`config.mk`:
```
export PLATFORM = sky130hd
export DESIGN_NAME = logic_gate_pipe
export DESIGN_NICKNAME = d
export VERILOG_FILES = /design/src/rtl/logic_gate_pipe.sv
export SDC_FILE = /design/constraint.sdc
export NUM_CORES = 1
export LEC_CHECK = 0
export ABC_AREA = 1
export CAP_MARGIN = 5
export CORE_ASPECT_RATIO = 0.6
export CORE_UTILIZATION = 50
export CTS_BUF_LIST = sky130_fd_sc_hd__clkbuf_8
export DETAILED_ROUTE_END_ITERATION = 8
export PLACE_DENSITY = 0.79
export SLEW_MARGIN = 25
export SYNTH_ARGS = -nofsm -noshare
export SYNTH_HDL_FRONTEND = slang
export SYNTH_SLANG_ARGS = --single-unit
```
`constraint.sdc`:
```
create_clock -name clk -period 1.4 [get_ports clk]
set_input_delay 0.28 -clock clk [delete_from_list [all_inputs] [get_ports clk]]
set_output_delay 0.28 -clock clk [all_outputs]
set_load 0.01 [all_outputs]
```
`src/rtl/logic_gate_pipe.sv`:
```
// Registered WIDTH-bit bitwise logic unit with an output result FIFO.
// Ports: clk, rst; in_valid/in_ready, in1, in2, op; out_valid/out_ready, out, out_zero, out_ones, xfer_count.
module logic_gate_pipe #(
  parameter int WIDTH = 8,
  parameter int DEPTH = 2
) (
  input  logic             clk,
  input  logic             rst,
  input  logic             in_valid,
  output logic             in_ready,
  input  logic [WIDTH-1:0] in1,
  input  logic [WIDTH-1:0] in2,
  input  logic [2:0]       op,
  output logic             out_valid,
  input  logic             out_ready,
  output logic [WIDTH-1:0] out,
  output logic             out_zero,
  output logic             out_ones,
  output logic [15:0]      xfer_count
);

  localparam int AW = (DEPTH > 1) ? $clog2(DEPTH) : 1;
  localparam logic [AW:0] FULL = (AW+1)'(DEPTH);

  typedef struct packed {
    logic [WIDTH-1:0] res;
    logic             zero;
    logic             ones;
  } entry_t;

  entry_t          mem_q [DEPTH];
  logic [AW-1:0]   wptr_q, wptr_d;
  logic [AW-1:0]   rptr_q, rptr_d;
  logic [AW:0]     occ_q, occ_d;
  logic [15:0]     cnt_q, cnt_d;
  logic [WIDTH-1:0] res;
  entry_t          wr_e;
  entry_t          head;
  logic            push, pop;

  // Registered occupancy only: a pop from full never frees a slot
  // in the same cycle.
  assign in_ready  = (occ_q != FULL);
  assign out_valid = (occ_q != '0);
  assign push      = in_valid & in_ready;
  assign pop       = out_valid & out_ready;

  always_comb begin
    res = '0;
    unique case (op)
      3'd0: res = in1 & in2;
      3'd1: res = in1 | in2;
      3'd2: res = in1 ^ in2;
      3'd3: res = ~(in1 & in2);
      3'd4: res = ~(in1 | in2);
      3'd5: res = ~(in1 ^ in2);
      3'd6: res = in1 & ~in2;
      3'd7: res = in1;
    endcase
  end

  always_comb begin
    wr_e      = '0;
    wr_e.res  = res;
    wr_e.zero = ~|res;
    wr_e.ones = &res;
  end

  always_comb begin
    wptr_d = wptr_q;
    rptr_d = rptr_q;
    occ_d  = occ_q;
    cnt_d  = cnt_q;
    if (push) wptr_d = wptr_q + 1'b1;
    if (pop) begin
      rptr_d = rptr_q + 1'b1;
      cnt_d  = cnt_q + 16'd1;
    end
    unique case ({push, pop})
      2'b10:   occ_d = occ_q + 1'b1;
      2'b01:   occ_d = occ_q - 1'b1;
      default: occ_d = occ_q;
    endcase
  end

  always_ff @(posedge clk or posedge rst) begin
    if (rst) begin
      wptr_q <= '0;
      rptr_q <= '0;
      occ_q  <= '0;
      cnt_q  <= '0;
    end else begin
      wptr_q <= wptr_d;
      rptr_q <= rptr_d;
      occ_q  <= occ_d;
      cnt_q  <= cnt_d;
    end
  end

  // Storage needs no reset: the head is masked while empty.
  always_ff @(posedge clk) begin
    if (push) mem_q[wptr_q] <= wr_e;
  end

  assign head       = mem_q[rptr_q];
  assign out        = out_valid ? head.res  : '0;
  assign out_zero   = out_valid ? head.zero : 1'b1;
  assign out_ones   = out_valid ? head.ones : 1'b0;
  assign xfer_count = cnt_q;

endmodule

```
# Yosys cells after proc, flatten, opt, wreduce, memory -nomap -nowiden
# Memory sizes are Yosys's and may differ from the RTL's.
# Index checks and enable logic that the tools add are counted.
# Widths: inputs -> output; s select.
# word_totals
inputBits	23
mem_bits_ro	0
reg_bits	20
elab_cells	43
ramBits	20
memories	1
latch_bits	0
output_inout_bits	28
# mem_list
name	depth	width	read_ports	rd_ports_with_merged_regs	wr	line_no	text
mem_q	2	10	1	0	1	31	entry_t mem_q [DEPTH];
# classes
shifts	0
n_mul	0
div_mod_pow	0
reduce_logical	6
n_bitwise	10
order_cmp	0
n_eq_ne	10
mux	7
add_sub_neg	5
# op_table
operator	n
$pmux 8 s8	1
$not 8->8	4
$add 16x1->16 const B	1
$and 8x8->8	2
$eq 3x3->1 const B	4
$mux 8	1
$or 8x8->8	1
$reduce_and 8->1	1
$reduce_or 8->1	1
$xor 8x8->8	1
$eq 3x2->1 const B	2
$mux 1	4
$pmux 2 s2	1
$reduce_bool 2->1	2
$eq 3x1->1 const B	1
$logic_not 3->1	1
$add 1x1->1 const B	2
$add 2x1->2 const B	1
$and 1x1->1	2
$eq 2x1->1 const B	1
$eq 2x2->1 const B	1
$ne 2x2->1 const B	1
$sub 2x1->2 const B	1
$logic_not 1->1	1

# Longest topological paths before layout
# logic_depth
word_depth	5
mapped_depth	11
ltp_nobuf	11

# Least setup slack after synthesis
# OpenSTA, ideal clock, no wires.
# synth_path
path_type	register to register
start	reg occ_q[0]
end	reg occ_q[1]
arrival_ps	1448
setup_slack_ps	-179
setup_ps	131
n_path_buf	0
stages_incl_launch_ff	7
synth_period_minus_slack_ps	1579
required_ps	1269
path_cell_list	dfrtp_1 -> or2_2 -> nand2_1 -> ha_1 -> a21oi_1 -> o21ai_0 -> xor2_1
# synth_via
elab_chain_cells	4
word_cells_on_any_way	10
cone_classes	add/sub (2); eq/ne (3); mux (1); bitwise (2); reduce/logical (2)
# synth_rtl
element	line_no	text
start: declaration	34	logic [AW:0] occ_q, occ_d;
start signal: assignment	90	occ_q <= '0;
start signal: assignment	95	occ_q <= occ_d;
$ne 2x2->1 (*)	43	assign in_ready = (occ_q != FULL);
net in_ready	10	output logic in_ready,
$and 1x1->1 (*)	45	assign push = in_valid & in_ready;
$eq 2x1->1 or $eq 2x2->1 (tied branches)	79	unique case ({push, pop})
$pmux 2 s2 or $reduce_bool 2->1 (tied branches)	n/a	
# Mark *: on every way through the listed nets, which the timed path passes. The rest lies on a longest branch.
# A chain may end at the register's enable or synchronous reset.

# Worst setup path after layout
# layout_path
start	reg rptr_q
end	out out[4]
# layout_via
elab_chain_cells	2
# layout_rtl
element	line_no	text
start: declaration	33	logic [AW-1:0] rptr_q, rptr_d;
start signal: assignment	94	rptr_q <= rptr_d;
$mem_v2 2x10	n/a	
$mux 8	106	assign out = out_valid ? head.res : '0;
end: declaration	16	output logic [WIDTH-1:0] out,
# No other way between the ends.

==> flow_metrics.tcl <==
set metrics [dict create \
    post-route-drc-count 0 \
    cpLargestDelayFamily "flip-flops" \
    via_per_inst 5.44 \
    antenna_left 0 \
    violations "setup timing" \
    h-tree-depth 2 \
    power_density_nw_per_um2 1320 \
    netSwitchingFraction_pct 38.1 \
    io_buffers 50 \
    initial_core_util_pct 52.2 \
    fin_nets 565 \
    antenna_cells 0 \
    die_y_um 61.3 \
    yosys_most_used_dff "edfxtp_1" \
    async_flop_share_pct 50.0 \
    drive_gt1_share_pct 49.3 \
    max_freq_ghz 0.615 \
    path_buf_inv 2 \
    pwr-share-clk_pct 18.4 \
    min_period_ps 1620 \
    final_common_cell "nand2_1" \
    combinationalPowerShare_pct 53.3 \
    clock-sinks 40 \
    drv_cap 0 \
    fp.dieW_um 101 \
    vias 3246 \
    ir_worst_vdd_mv 1.10 \
    cpMaxStageDelayCell "dfrtp_2" \
    die_area_um2 6190 \
    ys_seq_area_share_pct 37.5 \
    grt_max_degree 21 \
    maxSlewViolCount 0 \
    p_leak_nw 2.44 \
    area_delta_synth_final_pct 62.5 \
    cts_buffer_depth 2 \
    fillerInstances 322 \
    cts_root_buffer "clkbuf_8" \
    switchingPower_mw 2.40 \
    cts_buffers 5 \
    hpwl_um 5910 \
    num_io_pins 51 \
    worstPathArrival_ps 1340 \
    post-route-period-util_pct 116 \
    row_count 21 \
    timing.rr.start "occ_q[1]" \
    synth.avg_cell_area_um2 7.91 \
    rsz0062_at_grt "yes" \
    status "finished, violations left" \
    setup_tns_ps -5720 \
    fin_skew_ps 7.70 \
    cts.clk_slew.worst_paths_ps 90 \
    path_max_fanout 6 \
    synth-edff-count 20 \
    post_dp_cell_area_um2 3980 \
    relSlewSlack_pct 78.6 \
    seq_area_um2 1100 \
    worst_pin_slew_ps 321 \
    cp_data_required_time_ps 1120 \
    worstSetupPathType "register to primary output" \
    hold_viol_final 0 \
    core_area_um2 5620 \
    max_stage_delay_ps 470 \
    final_cell_area_um2 4760 \
    ys_types 28 \
    gp_congestion 0.992 \
    grt_use_total_pct 31.3 \
    routed_wirelength_um 10500 \
    wire_per_inst_um 17.6 \
    grt_pass1_wl_um 14300 \
    yosysWarnings 0 \
    synth_nets 420 \
    drtIter0Drc 260 \
    holdWs_ps 315 \
    critPathLaunch "rptr_q" \
    worstSetupEndpointType "primary output" \
    ys_ff_latch 40 \
    layout_common_cells "nand2_1 (85), buf_4 (74), inv_1 (35)" \
    antenna_found_initial 0 \
    multi_input_area_um2 1930 \
    hold_buffers 0 \
    start_kind "register" \
    grt_pass1_vias 2985 \
    cts_tree "built" \
    dr.pass1.iters 6 \
    synthCells 371 \
    hold_class "input port to asynchronous set/reset pin" \
    crit_chain "buf_6 -> nand2_1 -> a21oi_2 -> buf_2" \
    setup_slack_ps -225 \
    grt-ovfl-total 0 \
    p_seq_share_pct 28.3 \
    netlist_area_um2 2930 \
    worstSkewPairLatency_ps 310 \
    internal_power_mw 3.91 \
    setup-violations-final 49 \
    utilization_pct 84.7 \
]
==> tightest hold or removal path, stage by stage <==
cell             delay [ps]
clkdlybuf4s50_1         400
inv_1                    50
buf_4                   280
==> logic make-up after synthesis <==
group | synth area share [%]
flops | 37.5
xor+xnor | 4.48
buf+inv | 10.4
mux | 0.384
simple gates | 32.8
compound gates | 3.37
fa+ha+maj | 11.1
==> power by group through the flow <==
stage	combinational, mW	clock, mW	sequential, mW
2_1_floorplan	1.14	0	1.80
3_3_place_gp	2.55	0	1.73
6_report	3.37	1.16	1.79
4_1_cts	3.00	1.13	1.74
5_1_grt	3.59	1.19	1.81
3_5_place_dp	2.61	0	1.75
==> through the flow <==
stage                     std cells  worst slack (ps)  total power, mW
after floorplan                 371              -120             2.94
after global placement          556              -682             4.28
after detailed placement        556              -702             4.36
after CTS                       580              -151             5.87
after global routing            597              -271             6.59
final                           597              -225             6.31
==> layer usage <==
metal	part of all wire (%)	vias up	global-route usage (%)
met5	0	-	0
met4	3.9	0	10.1
met3	8.8	49	5.90
met2	47	200	52.0
met1	40	1511	42.5
li1	-	1486	-
==> sequential cells by signal, summed over array words and instances (netlist names) <==
signal,flops
mem_q,20
xfer_count,16
occ_q,2
rptr_q,1
wptr_q,1
==> cell type report <==
cell class / instances / area share [%]
Clock buffer: 5 / 1.44
Inverter: 58 / 4.88
Sequential cell: 40 / 23.2
Clock inverter: 3 / 1.34
Timing Repair inverter: 1 / 0.105
Timing Repair Buffer: 148 / 26.4
Multi-Input combinational cell: 262 / 40.6
Tap cell: 80 / 2.10
==> synthesized netlist by cell type, types with 5 or more instances <==
cell type	n	area (um^2)
nand2_1	96	360
a21oi_1	14	70.1
inv_1	55	206
edfxtp_1	20	601
nand4_1	19	119
nor2_1	43	161
nand3b_1	6	45.0
dfrtp_1	20	500
ha_1	26	325
xor2_1	8	70.1
xnor2_1	7	61.3
nand3_1	23	115
buf_6	5	56.3
==> what timing repair did <==
item                                    4_1_cts  5_1_grt
pin swaps                                    39       58
resized for setup                           187       97
endpoints found under the setup margin       81       67
endpoints found under the hold margin         0        0
gates cloned                                  3        1
setup buffers                                13       16
==> worst paths after layout <==
path                             endpoint  slack [ps]  cells after the start
max                                out[4]        -220                      4
min                         xfer_count[7]         310                      3
max reg2reg                xfer_count[11]        -180                      7
min reg2reg                xfer_count[15]         460                      1
max in group asynchronous   xfer_count[0]         830                      3
min in group clk           xfer_count[15]         460                      1
Power figures use the tool's default switching activity.
